$ cat config.mk
export PLATFORM = sky130hd
export DESIGN_NAME = decode_stage
export DESIGN_NICKNAME = d
export VERILOG_FILES = /design/src/rtl/riscv_pkg.sv /design/src/rtl/register_file.sv /design/src/rtl/decode_stage.sv
export SDC_FILE = /design/constraint.sdc
export NUM_CORES = 2
export LEC_CHECK = 0
export CORE_UTILIZATION = 30
export DETAILED_ROUTE_END_ITERATION = 12
export SLEW_MARGIN = 20
export SYNTH_ARGS = -nofsm -noshare
export SYNTH_HDL_FRONTEND = slang
export SYNTH_HIERARCHICAL = 1
export SYNTH_SLANG_ARGS = --single-unit
$ cat constraint.sdc
create_clock -name clk -period 3.6 [get_ports clk]
set_input_delay 0.72 -clock clk [delete_from_list [all_inputs] [get_ports clk]]
set_output_delay 0.72 -clock clk [all_outputs]
set_load 0.05 [all_outputs]
$ cat src/rtl/riscv_pkg.sv
// riscv_pkg: shared decode definitions for the RV32I pipeline.
//   - opcode constants for the supported instruction classes
//   - imm_type_t  : which immediate format an instruction carries
//   - alu_a_sel_t : ALU operand A source
//   - idex_ctrl_t : control bits carried in the ID/EX register
package riscv_pkg;

  localparam logic [6:0] OP_R      = 7'b0110011;
  localparam logic [6:0] OP_IMM    = 7'b0010011;
  localparam logic [6:0] OP_LOAD   = 7'b0000011;
  localparam logic [6:0] OP_STORE  = 7'b0100011;
  localparam logic [6:0] OP_BRANCH = 7'b1100011;
  localparam logic [6:0] OP_JAL    = 7'b1101111;
  localparam logic [6:0] OP_JALR   = 7'b1100111;
  localparam logic [6:0] OP_LUI    = 7'b0110111;
  localparam logic [6:0] OP_AUIPC  = 7'b0010111;

  typedef enum logic [2:0] {
    IMM_I,
    IMM_S,
    IMM_B,
    IMM_U,
    IMM_J,
    IMM_NONE
  } imm_type_t;

  typedef enum logic [1:0] {
    ALU_A_RS1  = 2'd0,
    ALU_A_PC   = 2'd1,
    ALU_A_ZERO = 2'd2
  } alu_a_sel_t;

  typedef struct packed {
    logic       reg_write;
    logic       mem_read;
    logic       mem_write;
    logic       branch;
    logic       jal;
    logic       jalr;
    logic       alu_src;
    logic       mem_to_reg;
    alu_a_sel_t alu_a_sel;
    logic       illegal;
  } idex_ctrl_t;

endpackage

$ cat src/rtl/register_file.sv
// register_file: 32 x XLEN architectural registers, 2 combinational read
// ports, 1 write port.
//   clk, reset          : clock, synchronous active-high reset
//   rs1_addr, rs2_addr  : read indices
//   rs1_data, rs2_data  : read data (x0 reads 0)
//   wb_en, wb_rd, wb_data : write port, lands on the next rising edge
// A read of the register being written this cycle returns wb_data, so the
// decoder never sees a stale value while WB is still in flight.
module register_file #(
  parameter int XLEN      = 32,
  parameter bit REG_RESET = 1'b1
) (
  input  logic            clk,
  input  logic            reset,
  input  logic [4:0]      rs1_addr,
  input  logic [4:0]      rs2_addr,
  output logic [XLEN-1:0] rs1_data,
  output logic [XLEN-1:0] rs2_data,
  input  logic            wb_en,
  input  logic [4:0]      wb_rd,
  input  logic [XLEN-1:0] wb_data
);

  logic [XLEN-1:0] regs [32];

  always_ff @(posedge clk) begin
    if (reset && REG_RESET) begin
      for (int i = 0; i < 32; i++) regs[i] <= '0;
    end else if (wb_en && (wb_rd != 5'd0)) begin
      regs[wb_rd] <= wb_data;
    end
  end

  always_comb begin
    rs1_data = '0;
    if (rs1_addr != 5'd0) begin
      if (wb_en && (wb_rd == rs1_addr)) rs1_data = wb_data;
      else                              rs1_data = regs[rs1_addr];
    end
  end

  always_comb begin
    rs2_data = '0;
    if (rs2_addr != 5'd0) begin
      if (wb_en && (wb_rd == rs2_addr)) rs2_data = wb_data;
      else                              rs2_data = regs[rs2_addr];
    end
  end

endmodule

$ cat src/rtl/decode_stage.sv
// decode_stage: RV32I instruction decode.
//   clk, reset              : clock, synchronous active-high reset
//   instruction_D, PC_D     : IF/ID contents
//   flush                   : ID holds a wrong-path instruction
//   wb_en, wb_rd, wb_data   : register-file write from WB
//   stall                   : load-use hazard, freeze PC and IF/ID
//   *_E                     : registered ID/EX bundle (data, indices, control)
module decode_stage
  import riscv_pkg::*;
#(
  parameter int XLEN      = 32,
  parameter bit REG_RESET = 1'b1
) (
  input  logic            clk,
  input  logic            reset,
  input  logic [31:0]     instruction_D,
  input  logic [XLEN-1:0] PC_D,
  input  logic            flush,
  input  logic            wb_en,
  input  logic [4:0]      wb_rd,
  input  logic [XLEN-1:0] wb_data,
  output logic            stall,
  output logic [XLEN-1:0] PC_E,
  output logic [XLEN-1:0] rs1_data_E,
  output logic [XLEN-1:0] rs2_data_E,
  output logic [XLEN-1:0] imm_E,
  output logic [4:0]      rs1_E,
  output logic [4:0]      rs2_E,
  output logic [4:0]      rd_E,
  output logic [2:0]      funct3_E,
  output logic            funct7b5_E,
  output logic            reg_write_E,
  output logic            mem_read_E,
  output logic            mem_write_E,
  output logic            branch_E,
  output logic            jal_E,
  output logic            jalr_E,
  output logic            alu_src_E,
  output logic            mem_to_reg_E,
  output logic [1:0]      alu_a_sel_E,
  output logic            illegal_E
);

  logic [6:0] opcode;
  logic [4:0] rd_d, rs1_d, rs2_d;
  logic [2:0] funct3_d;

  assign opcode   = instruction_D[6:0];
  assign rd_d     = instruction_D[11:7];
  assign funct3_d = instruction_D[14:12];
  assign rs1_d    = instruction_D[19:15];
  assign rs2_d    = instruction_D[24:20];

  idex_ctrl_t ctrl_d;
  imm_type_t  imm_type;
  logic       rs1_used, rs2_used;

  always_comb begin
    ctrl_d   = '0;
    imm_type = IMM_NONE;
    rs1_used = 1'b1;
    rs2_used = 1'b0;
    case (opcode)
      OP_R: begin
        ctrl_d.reg_write = 1'b1;
        rs2_used         = 1'b1;
      end
      OP_IMM: begin
        ctrl_d.reg_write = 1'b1;
        ctrl_d.alu_src   = 1'b1;
        imm_type         = IMM_I;
      end
      OP_LOAD: begin
        ctrl_d.reg_write  = 1'b1;
        ctrl_d.mem_read   = 1'b1;
        ctrl_d.mem_to_reg = 1'b1;
        ctrl_d.alu_src    = 1'b1;
        imm_type          = IMM_I;
      end
      OP_STORE: begin
        ctrl_d.mem_write = 1'b1;
        ctrl_d.alu_src   = 1'b1;
        imm_type         = IMM_S;
        rs2_used         = 1'b1;
      end
      OP_BRANCH: begin
        ctrl_d.branch = 1'b1;
        imm_type      = IMM_B;
        rs2_used      = 1'b1;
      end
      OP_JAL: begin
        ctrl_d.reg_write = 1'b1;
        ctrl_d.jal       = 1'b1;
        ctrl_d.alu_src   = 1'b1;
        ctrl_d.alu_a_sel = ALU_A_PC;
        imm_type         = IMM_J;
        rs1_used         = 1'b0;
      end
      OP_JALR: begin
        ctrl_d.reg_write = 1'b1;
        ctrl_d.jalr      = 1'b1;
        ctrl_d.alu_src   = 1'b1;
        imm_type         = IMM_I;
      end
      OP_LUI: begin
        ctrl_d.reg_write = 1'b1;
        ctrl_d.alu_src   = 1'b1;
        ctrl_d.alu_a_sel = ALU_A_ZERO;
        imm_type         = IMM_U;
        rs1_used         = 1'b0;
      end
      OP_AUIPC: begin
        ctrl_d.reg_write = 1'b1;
        ctrl_d.alu_src   = 1'b1;
        ctrl_d.alu_a_sel = ALU_A_PC;
        imm_type         = IMM_U;
        rs1_used         = 1'b0;
      end
      default: ctrl_d.illegal = 1'b1;
    endcase
    // Writes to x0 are architecturally discarded; drop them here so EX/WB
    // forwarding never treats x0 as a live destination.
    if (rd_d == 5'd0) ctrl_d.reg_write = 1'b0;
  end

  logic [31:0] imm32;

  always_comb begin
    imm32 = '0;
    case (imm_type)
      IMM_I: imm32 = {{20{instruction_D[31]}}, instruction_D[31:20]};
      IMM_S: imm32 = {{20{instruction_D[31]}}, instruction_D[31:25],
                      instruction_D[11:7]};
      IMM_B: imm32 = {{19{instruction_D[31]}}, instruction_D[31], instruction_D[7],
                      instruction_D[30:25], instruction_D[11:8], 1'b0};
      IMM_U: imm32 = {instruction_D[31:12], 12'b0};
      IMM_J: imm32 = {{11{instruction_D[31]}}, instruction_D[31], instruction_D[19:12],
                      instruction_D[20], instruction_D[30:21], 1'b0};
      default: imm32 = '0;
    endcase
  end

  logic [XLEN-1:0] rs1_data_d, rs2_data_d;

  register_file #(
    .XLEN      (XLEN),
    .REG_RESET (REG_RESET)
  ) u_register_file (
    .clk      (clk),
    .reset    (reset),
    .rs1_addr (rs1_d),
    .rs2_addr (rs2_d),
    .rs1_data (rs1_data_d),
    .rs2_data (rs2_data_d),
    .wb_en    (wb_en),
    .wb_rd    (wb_rd),
    .wb_data  (wb_data)
  );

  idex_ctrl_t ctrl_q;

  // flush masks the hazard: a wrong-path instruction is discarded anyway,
  // so holding IF/ID for it would only waste the redirect cycle.
  assign stall = ctrl_q.mem_read && (rd_E != 5'd0) &&
                 (((rd_E == rs1_d) && rs1_used) || ((rd_E == rs2_d) && rs2_used)) &&
                 !flush;

  always_ff @(posedge clk) begin
    if (reset || flush || stall) begin
      ctrl_q     <= '0;
      PC_E       <= '0;
      rs1_data_E <= '0;
      rs2_data_E <= '0;
      imm_E      <= '0;
      rs1_E      <= '0;
      rs2_E      <= '0;
      rd_E       <= '0;
      funct3_E   <= '0;
      funct7b5_E <= 1'b0;
    end else begin
      ctrl_q     <= ctrl_d;
      PC_E       <= PC_D;
      rs1_data_E <= rs1_data_d;
      rs2_data_E <= rs2_data_d;
      imm_E      <= XLEN'($signed(imm32));
      rs1_E      <= rs1_d;
      rs2_E      <= rs2_d;
      rd_E       <= rd_d;
      funct3_E   <= funct3_d;
      funct7b5_E <= instruction_D[30];
    end
  end

  assign reg_write_E  = ctrl_q.reg_write;
  assign mem_read_E   = ctrl_q.mem_read;
  assign mem_write_E  = ctrl_q.mem_write;
  assign branch_E     = ctrl_q.branch;
  assign jal_E        = ctrl_q.jal;
  assign jalr_E       = ctrl_q.jalr;
  assign alu_src_E    = ctrl_q.alu_src;
  assign mem_to_reg_E = ctrl_q.mem_to_reg;
  assign alu_a_sel_E  = ctrl_q.alu_a_sel;
  assign illegal_E    = ctrl_q.illegal;

endmodule

==> flow_metrics.py <==
metrics = {
    "clock_network": {
        "cts_root_buf": "clkbuf_16",
        "clk_path_buf_depth": 3,
        "clk_latency_ns": 0.80,
        "cts_resized": 0,
        "hold_buffers": 0,
        "cts_buffers": 133,
        "cts.htree.levels": 4,
        "cts.sinks": 1181,
        "postCtsSetupBuffers": 0,
        "clkTransAtPathRegs_ns": 0.05,
        "cts_tree": "built",
    },
    "timing": {
        "setup_ws_ns": 0.3423,
        "hold_viol_final": 0,
        "clock.fmax_mhz": 307.0,
        "relSlewSlack_pct": 30.61,
        "setup_viol": 0,
        "fin_crit_ns": 3.258,
        "finalMaxSlewViolations": 0,
        "hold_slack_ns": 0.3110,
        "tightest_slew_ns": 1.038,
        "rsz0062_at_grt": "no",
        "period_share_pct": 90.49,
        "skew_ns": 0.02024,
    },
    "critical_path": {
        "crit_chain": "or4_1, o21ai_0, or4_4, nand2_1, buf_12",
        "slowest_delay_ns": 0.59,
        "crit_type": "flop to output pin",
        "worstSetupEndpointType": "output pin",
        "critPathSlowestCell": "dfxtp_1",
        "cp.arrival_ns": 2.54,
        "critPathLaunchType": "flop",
        "cp_data_required_time_ns": 2.88,
        "crit_fanout": 4,
    },
    "routing": {
        "wl_mm": 239.8,
        "drc": 0,
        "drtIter0Drc": 6270,
        "vias": 41490,
        "viasPerCell": 5.730,
        "first_pass_iters": 6,
        "routedWlPerCell_um": 33.12,
        "final_antenna_net_count": 0,
    },
    "floorplan": {
        "rows": 163,
        "core_um2": 197200,
        "fp.dieH_um": 447.4,
        "io_pins": 264,
        "die_x_um": 447.4,
        "start_util_pct": 30.18,
        "dieArea_um2": 200200,
    },
    "placement": {
        "pre_cts_slack_ns": -0.001495,
        "place.gp.congestion": 0.8975,
        "dp.final_hpwl_mm": 149.2,
        "portBuffers": 263,
    },
    "cells_and_area": {
        "multiInputGateArea_um2": 24140,
        "fin_nets": 4594,
        "fillers": 18620,
        "layout-drive-gt1-share_pct": 22.58,
        "area_delta_synth_final_pct": 21.12,
        "regArea_um2": 33890,
    },
    "logic_synthesis": {
        "synth_cell_type_count": 60,
        "synth-seq-cells": 1181,
        "synth_edf_count": 1024,
        "yosysWarnings": 6,
        "synth.avg_cell_area_um2": 14.24,
        "async_flop_share_pct": 0,
        "synthCells": 4179,
        "seq_area_frac_synth_pct": 56.94,
        "ys.flop_type": "edfxtp_1",
        "synth_area_um2": 59530,
    },
    "global_routing": {
        "grt_use_met3_pct": 5.821,
        "grt_pass1_vias": 40690,
        "grt_max_degree": 65,
        "grt.busiest_layer": "met2",
        "grt_use_total_pct": 23.48,
        "antenna_found_initial": 35,
        "grt_pass1_wl_mm": 326.4,
        "overflow": 0,
        "grt_util_met1_pct": 30.03,
        "grtUsageMet2_pct": 36.51,
    },
    "flow_run": {
        "cap_violations": 0,
    },
    "power_and_ir_drop": {
        "peakVddDrop_v": 0.0003572,
        "p_leak_nw": 25.37,
        "cellPowerDensity_nw_per_um2": 475.4,
    },
    "hold_path": {
        "hold_class": "input pin to flop",
    },
    "status": {
        "outcome": "finished, final reports clean",
    },
}
==> power breakdown <==
part	leakage, nW	total [mW]	internal, mW	switching (mW)
Clock	2.17	13.9	7.90	5.99
Sequential	11.0	16.0	15.6	0.413
Combinational	12.2	4.39	1.79	2.59
Total	25.4	34.3	25.3	9.00
==> logic make-up after synthesis <==
group	synth area share, %
xor+xnor	0.2943
buf+inv	3.210
compound gates	6.310
flops	56.94
mux	19.52
simple gates	13.73
other cells	0.006300
==> cells in the final DEF (no fill, tap or decap), types with 9 or more instances in the layout <==
cell	count
a2111oi_0	24
clkbuf_8	9
a221o_1	13
nand2_1	63
o22ai_1	42
a22oi_1	137
clkinv_2	26
mux2i_1	282
nor2_4	34
conb_1	32
clkbuf_16	138
nor2_1	25
and2_1	1109
clkdlybuf4s50_1	248
clkinv_1	12
or2_2	34
buf_12	104
a21oi_1	100
clkbuf_1	25
xnor2_1	20
dfxtp_1	157
buf_4	220
mux4_2	388
o221a_2	18
edfxtp_1	1024
o21ai_0	11
a32oi_1	10
o211ai_1	10
o221ai_1	42
a22o_1	55
nand3_1	21
==> cell usage after synthesis (3+ instances only) <==
master,count,share of area [%]
xnor2_1,20,0.29
nand2b_1,4,0.042
buf_1,16,0.10
o2111ai_1,3,0.044
a211oi_1,7,0.088
nand2_1,63,0.40
mux2i_1,282,4.7
a32oi_1,10,0.15
a221o_1,13,0.22
and3_1,5,0.053
a2111oi_0,24,0.35
mux2_2,5,0.095
nand4_1,3,0.032
a211o_1,3,0.044
buf_4,23,0.29
o21ai_0,12,0.10
o211ai_1,10,0.13
and2_1,1109,12
a221oi_1,5,0.074
nor2_1,60,0.38
clkbuf_1,321,2.0
nand3_1,21,0.18
a21oi_1,101,0.85
o32ai_1,4,0.059
or4_1,3,0.038
nand3b_1,7,0.088
nor2b_1,11,0.12
inv_1,4,0.025
a22oi_1,137,1.7
mux4_2,388,15
o221a_2,18,0.34
a31oi_1,8,0.084
o31ai_1,4,0.050
buf_2,69,0.58
or3b_2,4,0.059
edfxtp_1,1024,52
o22a_1,3,0.044
a22o_1,55,0.81
nor3_1,9,0.076
o22ai_1,42,0.44
nor3b_1,6,0.076
buf_6,10,0.19
or2_2,34,0.36
dfxtp_1,157,5.3
o221ai_1,42,0.62
==> worst paths after layout <==
check	start	end	slack [ns]	cells past startpoint
max reg2reg	u_register_file/regs[9][18]	rs1_data_E[18]	0.95	6
min	instruction_D[21]	imm_E[21]	0.31	3
max	rd_E[1]	stall	0.34	5
min reg2reg	u_register_file/regs[6][15]	rs2_data_E[15]	0.98	5
==> worst max-delay path: cells and delay by family (launching register included) <==
family / cells / cell delay, ns
flops: 1 / 0.59
simple gates: 3 / 0.92
compound gates: 1 / 0.09
buf+inv: 1 / 0.15
==> layer usage <==
layer / up-vias / wire length (um)
li1: 16530 / -
met1: 21240 / 89050
met2: 3090 / 108500
met3: 616 / 28490
met4: 12 / 13760
met5: - / 82
==> flip-flops by register name, summed over array words and instances (netlist names), 2 cells and up <==
| signal | count |
|---|---|
| u_register_file/regs | 1024 |
| PC_E | 32 |
| imm_E | 32 |
| rs1_data_E | 32 |
| rs2_data_E | 32 |
| rd_E | 5 |
| rs1_E | 5 |
| rs2_E | 5 |
| funct3_E | 3 |
| alu_a_sel_E | 2 |
==> area by class of cell <==
class,count,share of cell area [%]
Tap cell,2640,4.581
Clock buffer,176,5.126
Clock inverter,68,0.9874
Timing Repair Buffer,583,8.779
Antenna cell,3,0.01041
Multi-Input combinational cell,2586,33.49
Sequential cell,1181,47.01
Inverter,4,0.02082
==> metrics by stage <==
step	utilization (%)	power, mW	std cells	setup TNS [ns]	cell area [um2]
2_1_floorplan	-	18.54	4210	0	59640
3_3_place_gp	34.32	20.51	6993	-0.1055	67680
3_5_place_dp	34.32	20.57	6994	-0.001495	67690
4_1_cts	36.56	34.35	7238	0	72100
5_1_grt	36.56	35.11	7239	0	72090
6_report	36.56	34.28	7241	0	72100
Power figures use the tool's default switching activity.
